--- src/rtl/calc_sequencer_pkg.sv ---
// Shared constants and FSM encoding for the multiply-free FIR sample sequencer.
// Terms are aligned with ALIGN_LSB_W zero LSBs before accumulation.
package calc_sequencer_pkg;

  localparam int DATA_W_DEFAULT = 16;
  localparam int ACC_W_DEFAULT  = 40;
  localparam int ALIGN_LSB_W    = 16;

  typedef enum logic [2:0] {
    IDLE      = 3'd0,
    FETCH     = 3'd1,
    TERM_ADD  = 3'd2,
    TERM_WAIT = 3'd3,
    GRP_ADD   = 3'd4,
    GRP_WAIT  = 3'd5,
    SHIFT     = 3'd6,
    DONE      = 3'd7
  } calcState_t;

  // Sign-extension bits needed in front of a sample to fill the accumulator.
  function automatic int signExtWidth(input int accW, input int dataW);
    return accW - ALIGN_LSB_W - dataW;
  endfunction

endpackage

--- src/rtl/calc_sequencer_checker.sv ---
// Protocol invariants of the sequencer handshake outputs; no functional logic.
module calc_sequencer_checker (
  input logic sClk,
  input logic ALUReset,
  input logic addStart,
  input logic resultValid,
  input logic coeffReady,
  input logic calcBusy
);

  addStartSingleCycle: assert property (@(posedge sClk) disable iff (ALUReset)
    addStart |=> !addStart);

  resultValidSingleCycle: assert property (@(posedge sClk) disable iff (ALUReset)
    resultValid |=> !resultValid);

  readyNotDuringAdd: assert property (@(posedge sClk) disable iff (ALUReset)
    !(coeffReady && addStart));

  busyDropsWithResult: assert property (@(posedge sClk) disable iff (ALUReset)
    resultValid |-> !calcBusy);

endmodule

--- src/rtl/calc_sequencer.sv ---
// Sequences signed coefficient terms through an external adder: terms sum into a
// group, each group folds into the accumulator followed by an arithmetic halving.
module calc_sequencer
  import calc_sequencer_pkg::*;
#(
  parameter int DATA_W = DATA_W_DEFAULT,
  parameter int ACC_W  = ACC_W_DEFAULT
) (
  input  logic              sClk,
  input  logic              ALUReset,
  input  logic              startCalc,
  input  logic              coeffValid,
  output logic              coeffReady,
  input  logic              coeffSign,
  input  logic [DATA_W-1:0] coeffData,
  input  logic              coeffLast,
  input  logic              groupLast,
  output logic              addStart,
  output logic              addSign,
  output logic [ACC_W-1:0]  addOperandA,
  output logic [ACC_W-1:0]  addOperandB,
  input  logic [ACC_W-1:0]  addResult,
  input  logic              addDone,
  output logic              calcBusy,
  output logic              resultValid,
  output logic [ACC_W-1:0]  calcResult
);

  localparam int SEXT_W = signExtWidth(ACC_W, DATA_W);

  calcState_t       state;
  calcState_t       stateNext;
  logic [ACC_W-1:0] groupSum;
  logic [ACC_W-1:0] acc;
  logic [ACC_W-1:0] sumLatch;
  logic [ACC_W-1:0] alignedTerm;
  logic [ACC_W-1:0] halvedSum;
  logic             lastFlag;
  logic             groupLastFlag;

  // Operand alignment and arithmetic halving of the latched group total.
  always_comb begin
    alignedTerm = {{SEXT_W{coeffData[DATA_W-1]}}, coeffData, {ALIGN_LSB_W{1'b0}}};
    halvedSum   = {sumLatch[ACC_W-1], sumLatch[ACC_W-1:1]};
  end

  // State register.
  always_ff @(posedge sClk) begin
    if (ALUReset) begin
      state <= IDLE;
    end else begin
      state <= stateNext;
    end
  end

  // Next-state decode; addDone only matters in the two wait states.
  always_comb begin
    stateNext = state;
    case (state)
      IDLE: begin
        if (startCalc) stateNext = FETCH;
        else           stateNext = IDLE;
      end
      FETCH: begin
        if (coeffValid) stateNext = TERM_ADD;
        else            stateNext = FETCH;
      end
      TERM_ADD: stateNext = TERM_WAIT;
      TERM_WAIT: begin
        if (addDone) begin
          if (lastFlag) stateNext = GRP_ADD;
          else          stateNext = FETCH;
        end else begin
          stateNext = TERM_WAIT;
        end
      end
      GRP_ADD: stateNext = GRP_WAIT;
      GRP_WAIT: begin
        if (addDone) stateNext = SHIFT;
        else         stateNext = GRP_WAIT;
      end
      SHIFT: begin
        if (groupLastFlag) stateNext = DONE;
        else               stateNext = FETCH;
      end
      DONE:    stateNext = IDLE;
      default: stateNext = IDLE;
    endcase
  end

  // Datapath and registered outputs; adder operands are loaded on the edge
  // entering an ADD state so they are stable for the whole request and wait.
  always_ff @(posedge sClk) begin
    if (ALUReset) begin
      groupSum      <= {ACC_W{1'b0}};
      acc           <= {ACC_W{1'b0}};
      sumLatch      <= {ACC_W{1'b0}};
      calcResult    <= {ACC_W{1'b0}};
      addOperandA   <= {ACC_W{1'b0}};
      addOperandB   <= {ACC_W{1'b0}};
      addSign       <= 1'b0;
      addStart      <= 1'b0;
      coeffReady    <= 1'b0;
      calcBusy      <= 1'b0;
      resultValid   <= 1'b0;
      lastFlag      <= 1'b0;
      groupLastFlag <= 1'b0;
    end else begin
      addStart    <= 1'b0;
      resultValid <= 1'b0;
      coeffReady  <= (stateNext == FETCH);
      case (state)
        IDLE: begin
          if (startCalc) begin
            groupSum <= {ACC_W{1'b0}};
            acc      <= {ACC_W{1'b0}};
            calcBusy <= 1'b1;
          end
        end
        FETCH: begin
          if (coeffValid) begin
            lastFlag      <= coeffLast;
            groupLastFlag <= coeffLast & groupLast;
            addOperandA   <= alignedTerm;
            addOperandB   <= groupSum;
            addSign       <= coeffSign;
            addStart      <= 1'b1;
          end
        end
        TERM_WAIT: begin
          if (addDone) begin
            groupSum <= addResult;
            if (lastFlag) begin
              addOperandA <= addResult;
              addOperandB <= acc;
              addSign     <= 1'b0;
              addStart    <= 1'b1;
            end
          end
        end
        GRP_WAIT: begin
          if (addDone) sumLatch <= addResult;
        end
        SHIFT: begin
          acc      <= halvedSum;
          groupSum <= {ACC_W{1'b0}};
        end
        DONE: begin
          calcResult  <= acc;
          resultValid <= 1'b1;
          calcBusy    <= 1'b0;
        end
        default: begin
          addStart <= 1'b0;
        end
      endcase
    end
  end

  calc_sequencer_checker uChecker (
    .sClk        (sClk),
    .ALUReset    (ALUReset),
    .addStart    (addStart),
    .resultValid (resultValid),
    .coeffReady  (coeffReady),
    .calcBusy    (calcBusy)
  );

endmodule

--- config.mk ---
export PLATFORM = sky130hd
export DESIGN_NAME = calc_sequencer
export DESIGN_NICKNAME = d
export VERILOG_FILES = /design/src/rtl/calc_sequencer_pkg.sv /design/src/rtl/calc_sequencer_checker.sv /design/src/rtl/calc_sequencer.sv
export SDC_FILE = /design/constraint.sdc
export NUM_CORES = 1
export LEC_CHECK = 0
export BUFFER_PORTS_ARGS = -buffer_cell sky130_fd_sc_hd__buf_2
export CAP_MARGIN = 20
export CELL_PAD_IN_SITES_DETAIL_PLACEMENT = 1
export CELL_PAD_IN_SITES_GLOBAL_PLACEMENT = 2
export CORE_MARGIN = 4
export CORE_UTILIZATION = 34
export CTS_CLUSTER_SIZE = 30
export DETAILED_ROUTE_END_ITERATION = 8
export PLACE_DENSITY = 0.88
export REMOVE_ABC_BUFFERS = 1
export SLEW_MARGIN = 20
export SYNTH_ARGS = -nofsm -noshare
export SYNTH_HDL_FRONTEND = slang
export SYNTH_SLANG_ARGS = --single-unit
--- constraint.sdc ---
create_clock -name sClk -period 5.2 [get_ports sClk]
set_clock_uncertainty 0.2 [all_clocks]
set_input_delay 0.26 -clock sClk [delete_from_list [all_inputs] [get_ports sClk]]
set_output_delay 0.26 -clock sClk [all_outputs]
set_load 0.005 [all_outputs]
==> results summary, run 1 <==
The flow ran to the end, and the final reports show no timing, DRC or antenna violations. For this run, the post-layout net count is 1,356. The clock latency of the later-clocked register in the worst-skew pair came out at 0.52 ns. The number of filler instances in the final layout came out at 3,151.

The number of buffers inserted during clock tree synthesis is 28. Using the TritonRoute via totals, the vias-per-cell ratio works out to 5.14. The endpoint arrival time on the critical path came out at 3.78 ns. The clock tree from TritonCTS is yes.

The worst path required time came out at 5.47 ns. The kind of launch point of the worst setup path is a register. The power per unit of standard cell area came out at 358 mW/mm^2.

The site row count came out at 59. The final cell area excluding filler cells is 0.0118 mm^2. The cell with the most instances after synthesis is nand2_1.

The commonest register cell after synthesis is dfxtp_1. The critical path is of the reg2reg type. The total half-perimeter wirelength after legalization and detailed placement came out at 17.2 mm.

Yosys attributes the largest share of cell area to dfxtp_1 (55%), nand2_1 (12%), a22oi_1 (6.5%). For the pin with the worst max-slew slack, the measured transition is 1.07 ns. The effective utilization at floorplan came out at 34.7%. The via count of the first global-routing pass was 8,758. A synthesized cell averages 8.31 um^2. The kind of capture point of the worst setup path is a register.

The clock-pin slew on the worst setup and hold paths is 0.06 ns. The post-route netlist has 19.4% of its cells at a drive strength greater than 1. The critical path goes through and3_1, o21a_4, buf_4, nor2_1, a311oi_1, dlygate4sd3_1. The number of optimization iterations in the first detailed-route pass is 4. In this run the most used layer during global routing was met2.

For this run, design rule violations remaining after detail routing come to 0. The sequential-to-total area share from yosys stat came out at 54.6%. The worst reg-to-reg path cell count came out at 6. The tool flagged a number of max-cap violations equal to 0.

During placement, the flow inserted port buffers numbering 188. The remaining global-route overflow is 0. The largest stage delay on the critical path came out at 0.67 ns. After synthesis, the most frequently instantiated cells are nand2_1 (282), dfxtp_1 (247), nor2_1 (150).

The number of top-level pins is 189. The global-route usage over all layers came out at 19.3%. The depth of the CTS H-tree came out at 1. The placement-stage cell area came out at 0.0102 mm^2. Setup repair after global routing left no endpoint under its margin.

Counting every sink on the clock net gives 247. The startpoint identified for the worst register-to-register timing path is state[1]$_SDFF_PP0_. Compared with the post-synthesis result, the final layout area differs by 30.0%. For this design, the slowest cell found on the critical path is dfxtp_1.

The die width is 171 um. The worst hold path terminates at calcBusy$_SDFFE_PP0P_. The post-cts gate resize count came out at 0. The routability congestion estimate is 0.724.

The netlist uses 33 different library cells. The global routing usage on met3 came out at 3.91%. The number of antenna violations at the first check in global routing is 0. The clock period could shrink to 3.51 ns.

Clock tree synthesis selected as its root buffer the cell clkbuf_16. The endpoint of the lowest-slack register-to-register path is addOperandA[26]$_SDFFE_PP0P_. After the first detailed-routing iteration, the DRC count stood at 385. The post-synthesis register bit count came out at 247. The biggest area contributor in the post-synthesis netlist is dfxtp_1.

The clock passes through at most 3 buffers. VDD sags by at most 0.000187 V. The global-route wire length before repair came out at 46.8 mm. The full die area came out at 0.0293 mm^2. The min-delay analysis places its worst path in the category in2reg. The met1 routing resource usage after global routing came out at 25.6%. The fmax is 0.285 GHz.

The maximum net fanout on the critical path is 62. The routed design has 29.2 mm of wire. The launch point of the worst hold path is startCalc.

The final critical-path share of the clock period is 67.6%. The internal reg-to-reg setup slack came out at 1.69 ns. Dividing the detail-routed wire length by the instance count gives 17.8 um. The total core area came out at 0.0261 mm^2. The proportion of synthesized flip-flops having asynchronous set or reset is 0%. The number of diodes is 0.

The number of hold violations in the final report came out at 0. Cells fill 45.0% of the core in the end. The max-slew violation total from the final report is 0. The final total negative setup slack came out at 0 ns. For this design the static power due to leakage is 0.00445 uW. The met2 routing resource usage after global routing is 32.9%.

The number of enable-type register cells in the synthesized netlist came out at 0. The mapped cell area came out at 0.00906 mm^2. Entering global routing, the biggest net connects 137 pins.

The worst hold path passes through 4 cells. The routed layout has 8,456 vias. The warning count from the yosys run is 0.

In this run the remaining antenna-violating nets after routing total 0. The worst slew margin relative to its limit is 28.6%. After technology mapping, the gate count stands at 1,090. The final-report setup violation count is 0.

The portion of synthesized cell area occupied by the leading cell type is 54.6%. The vertical extent of the die is 171 um.
how the worst max path moves through the flow:
| stage | slack (ns) | to | cells past startpoint | from |
|---|---|---|---|---|
| final | 1.69 | addOperandA[26]$_SDFFE_PP0P_ | 6 | state[1]$_SDFF_PP0_ |
| after global routing | 1.44 | addOperandA[26]$_SDFFE_PP0P_ | 6 | state[1]$_SDFF_PP0_ |
| after CTS | 1.83 | addOperandA[18]$_SDFFE_PP0P_ | 6 | state[1]$_SDFF_PP0_ |
| after detailed placement | 2.06 | groupSum[4]$_SDFFE_PP0P_ | 5 | state[0]$_SDFF_PP0_ |
| after global placement | 2.15 | groupSum[6]$_SDFFE_PP0P_ | 5 | state[0]$_SDFF_PP0_ |
| after floorplan | 1.54 | addOperandA[16]$_SDFFE_PP0P_ | 3 | state[1]$_SDFF_PP0_ |
state kept, by name, summed over array words and instances, names as in the netlist:
signal / cells
addOperandB: 40
resultValid: 1
acc: 39
groupLastFlag: 1
groupSum: 40
lastFlag: 1
calcResult: 39
state: 3
calcBusy: 1
addSign: 1
coeffReady: 1
sumLatch: 39
addStart: 1
addOperandA: 40
cell type report:
cell class / instances / area [um^2] / area share, %
Tap cell: 335 / 419 / 3.56
Timing Repair Buffer: 272 / 1790 / 15.2
Clock buffer: 43 / 838 / 7.12
Sequential cell: 247 / 4940 / 42.0
Multi-Input combinational cell: 740 / 3710 / 31.5
Clock inverter: 5 / 53.8 / 0.457
Inverter: 3 / 11.3 / 0.0957
cell usage in the layout, fill, tap and decap left out, drive strengths merged, types with 2 or more instances in the layout:
| cell | n |
|---|---|
| o21ai | 7 |
| a22oi | 79 |
| and3 | 2 |
| and3b | 2 |
| a311oi | 53 |
| a211oi | 11 |
| clkbuf | 44 |
| buf | 199 |
| dfxtp | 247 |
| nor2 | 150 |
| nor3 | 13 |
| or3 | 2 |
| and2 | 3 |
| inv | 4 |
| nand2b | 2 |
| clkinv | 3 |
| nand3b | 2 |
| nand2 | 282 |
| nor2b | 3 |
| dlygate4sd3 | 72 |
| nand3 | 20 |
| nor4b | 2 |
| a21oi | 101 |
where the power goes:
group / switching [uW] / internal (uW) / total, uW
Clock: 762 / 1150 / 1910
Sequential: 26.8 / 1940 / 1960
Combinational: 199 / 134 / 334
Total: 988 / 3220 / 4210
cell families after synthesis:
kind of cell / count (synthesis) / synth area share, %
and+or+nand+nor: 485 / 21.4
AOI/OAI and AO/OA: 254 / 18.8
DFF: 247 / 54.6
buffers and inverters: 103 / 5.06
muxes: 1 / 0.111
layer usage:
layer	routed length, um	share of wire, %
met3	1560	5.4
met2	13700	47
met1	13400	46
met4	489	1.7
met5	0	0
timing repair:
action | in CTS | in global routing
hold endpoints to repair | 123 | 0
buffers inserted | 0 | 0
hold buffers | 72 | 0
stage by stage:
stage	std cells	hold WS [ns]	setup WS (ns)	total power (uW)
final	1645	0.0464	1.69	4210
after global routing	1645	0.0482	1.44	4390
after CTS	1645	0.0226	1.83	4270
after detailed placement	1525	0.243	2.06	2300
after global placement	1524	0.237	2.15	2290
after floorplan	990	0.129	1.54	2130
worst max-delay path: cells and delay by family, from the launching register on:
kind                   cells  cell delay, ns
AOI/OAI and AO/OA          2            0.99
buffers and inverters      2            1.10
DFF                        1            0.67
and+or+nand+nor            2            0.47
No activity file was read; power rests on OpenSTA's default activity.
==> run 2, diff against run 1 <==
Settings changed: CORE_UTILIZATION 34 to 32, PLACE_DENSITY 0.88 to 0.84.
Clock period 5.2 ns to 3.45 ns, I/O delays scaled along.
==> results summary, run 2 (same netlist as run 1, synthesis figures left out) <==
The endpoint identified for the worst register-to-register timing path is addOperandA[25]$_SDFFE_PP0P_. The kind of capture point of the worst setup path is a register. The type of the tightest min-delay check is in2reg.

The maximum VDD drop is 0.000312 V (+67%). The number of hold violations in the final report is 0 (unchanged). The most critical setup path has its startpoint at state[1]$_SDFF_PP0_. The remaining global-route overflow is 0 (unchanged). In this run the clock root is driven by a clkbuf_16. The largest registers in the layout are addOperandA (40), addOperandB (40), groupSum (40). The number of diodes came to 0 (unchanged). The fraction of layout cells with a size suffix above 1 came out at 19.4% (about the same). The clock power share is 44.1% (-1.3 points). The number of optimization iterations in the first detailed-route pass is 4 (unchanged). The fmax is 0.316 GHz (+11%). The fraction of power spent switching nets is 23.5% (+0.046 points). The clock-pin slew on the worst setup and hold paths came out at 0.06 ns (about the same). The number of filler instances in the final layout came out at 3,351 (+6.3%).

The internal reg-to-reg setup slack came to 0.28 ns (-1.40 ns). The number of antenna violations at the first check in global routing is 0 (unchanged). Leaving out fill and tap cells, the most frequent cell in the layout is nand2_1. The worst slew margin relative to its limit came out at 36.7% (+8.1 points). The via count of the first global-routing pass came to 8,831 (+0.83%).

The power per unit of standard cell area is 523 mW/mm^2 (+46%). The minimum setup slack in the final design came out at 0.281 ns (-1.40 ns). The number of buffers inserted during clock tree synthesis is 28 (unchanged).

The static leakage was 0.00450 uW (+1.0%). The number of top-level pins was 189 (unchanged). The depth of the CTS H-tree came out at 1 (unchanged). The maximum net fanout on the critical path is 46 (-26%). The global-route wire length before repair is 47.9 mm (+2.3%). The wire length after detailed routing came to 30.0 mm (+2.7%).

The number of buffers inserted by port buffering is 188 (unchanged). The endpoint arrival time on the critical path came out at 3.44 ns (-0.34 ns). The antenna violation net count after detailed routing is 0 (unchanged). The effective utilization at floorplan came out at 32.5% (-2.1 points). The full die area is 0.0311 mm^2 (+6.0%).

The final-report setup violation count came out at 0 (unchanged). The reported max-cap violation count came out at 0 (unchanged). The vertical extent of the die is 176 um (+2.9%).

The pre-CTS worst setup slack is 0.816 ns (-1.25 ns). The maximum number of pins on one net before global-route repair is 136 (-0.73%). The final routed DRC violation total came out at 0 (unchanged). The worst reg-to-reg path cell count came to 6 (unchanged).

TritonCTS built the clock tree. The transition time at the pin with the least slew margin is 0.949 ns (-0.119 ns). The final net count came out at 1,370 (+1.0%). The total core area came out at 0.0279 mm^2 (+6.6%). The relative area change from synthesis to final layout is 31.5%. The clock sink count was 247 (unchanged). The classification of the worst setup path is reg2reg. The maximum buffer depth of the clock tree is 3 (unchanged). The fraction of the core area covered by cells at the end of the flow came to 42.8% (-2.3 points). The final critical-path required period is 3.17 ns (-0.346 ns). The final total negative setup slack is 0 ns (unchanged). The final critical-path share of the clock period was 91.8% (+24 points).

The routability congestion estimate came out at 0.720 (-0.55%). The power dissipated by switching net loads is 1460 uW (+48%). In this run the critical register-to-register path is launched from state[1]$_SDFF_PP0_. The clock latency of the later-clocked register in the worst-skew pair is 0.52 ns (about the same).

The worst path required time came out at 3.72 ns (-1.75 ns). The number of setup buffers added after CTS came out at 0 (unchanged). In this run the worst setup path terminates at addOperandA[25]$_SDFFE_PP0P_. The internal power contribution came out at 4760 uW (+48%). The total half-perimeter wirelength after legalization and detailed placement is 17.9 mm (+4.1%).

Setup repair after global routing left no endpoint under its margin. The die width came to 176 um (+2.9%). The average via count per standard cell came out at 4.99 (-3.0%). The global-route usage over all layers was 18.8% (-0.51 points). The part of the power in combinational logic came to 8.3% (+0.4 points). The top cell types in the final layout, fill and taps aside, are nand2_1 (282), dfxtp_1 (247), buf_2 (187), nor2_1 (150), a21oi_1 (101). The worst setup path is launched from a register.

The number of vias in the routed layout came out at 8,492 (+0.43%). The sequential fraction of design power is 47.6% (+0.9 points). The final routed wire length divided by cell count came out at 17.6 um (-0.81%).

The max-slew violation total from the final report came to 0 (unchanged). The run finished with clean final reports. The detailed router's first-iteration violation count is 443 (+15%).

The site row count is 61 (+3.4%).
==> run 2: how the worst min path moves through the flow <==
stage                                   end  slack, ns  cells after the start                         from
2_1_floorplan   addOperandA[0]$_SDFFE_PP0P_       0.04                      1                     ALUReset
3_3_place_gp          lastFlag$_SDFFE_PP0P_       0.23                      3                    coeffLast
3_5_place_dp    addOperandA[2]$_SDFFE_PP0P_       0.24                      2  addOperandA[2]$_SDFFE_PP0P_
4_1_cts           groupSum[14]$_SDFFE_PP0P_       0.16                      2                     ALUReset
5_1_grt        addOperandA[34]$_SDFFE_PP0P_       0.20                      4                coeffData[15]
6_report          groupSum[10]$_SDFFE_PP0P_       0.14                      2                     ALUReset
==> run 2: final cells by class <==
type | instances | area [um^2] | area share, %
clock buffers | 47 | 833 | 7.00
clock inverters | 2 | 10.0 | 0.0840
inverters | 3 | 11.3 | 0.0945
multi-input cells | 740 | 3710 | 31.1
flip-flops and latches | 247 | 4940 | 41.5
well taps | 378 | 473 | 3.97
repair buffers | 286 | 1930 | 16.2
==> run 2: layer usage <==
metal | track usage (%) | up-vias | part of all wire [%]
met5 | 0 | - | 0
met4 | 3.35 | 0 | 1.3
met3 | 3.36 | 29 | 5.3
met2 | 32.8 | 170 | 48
li1 | - | 4150 | -
met1 | 24.8 | 4143 | 45
==> run 2: per-stage QoR <==
step | instances | total power (uW) | instance area, um^2 | hold slack (ns)
6_report | 1703 | 6230 | 11900 | 0.144
5_1_grt | 1703 | 6510 | 11900 | 0.197
4_1_cts | 1703 | 6320 | 11900 | 0.157
3_5_place_dp | 1576 | 3480 | 10300 | 0.244
3_3_place_gp | 1576 | 3470 | 10300 | 0.233
2_1_floorplan | 990 | 3200 | 8610 | 0.0416
==> run 2: critical path, stage by stage, from the launching register on <==
cell and delay [ns]:
dfxtp_1 0.69, and3_1 0.36, o21a_4 0.54, buf_4 0.39
nor2_1 0.07, a311oi_1 0.25, dlygate4sd3_1 0.58
==> run 2: power by group through the flow <==
stage	registers, uW	clock network, uW	logic, uW
2_1_floorplan	3020	0	181
3_3_place_gp	3020	0	444
3_5_place_dp	3030	0	452
4_1_cts	2960	2830	523
5_1_grt	2970	2960	575
6_report	2960	2740	519
==> run 2: what timing repair did <==
| action | CTS | global route |
|---|---|---|
| hold buffers | 78 | 0 |
| endpoints found under the hold margin | 126 | 0 |
| gates resized for setup | 0 | 0 |
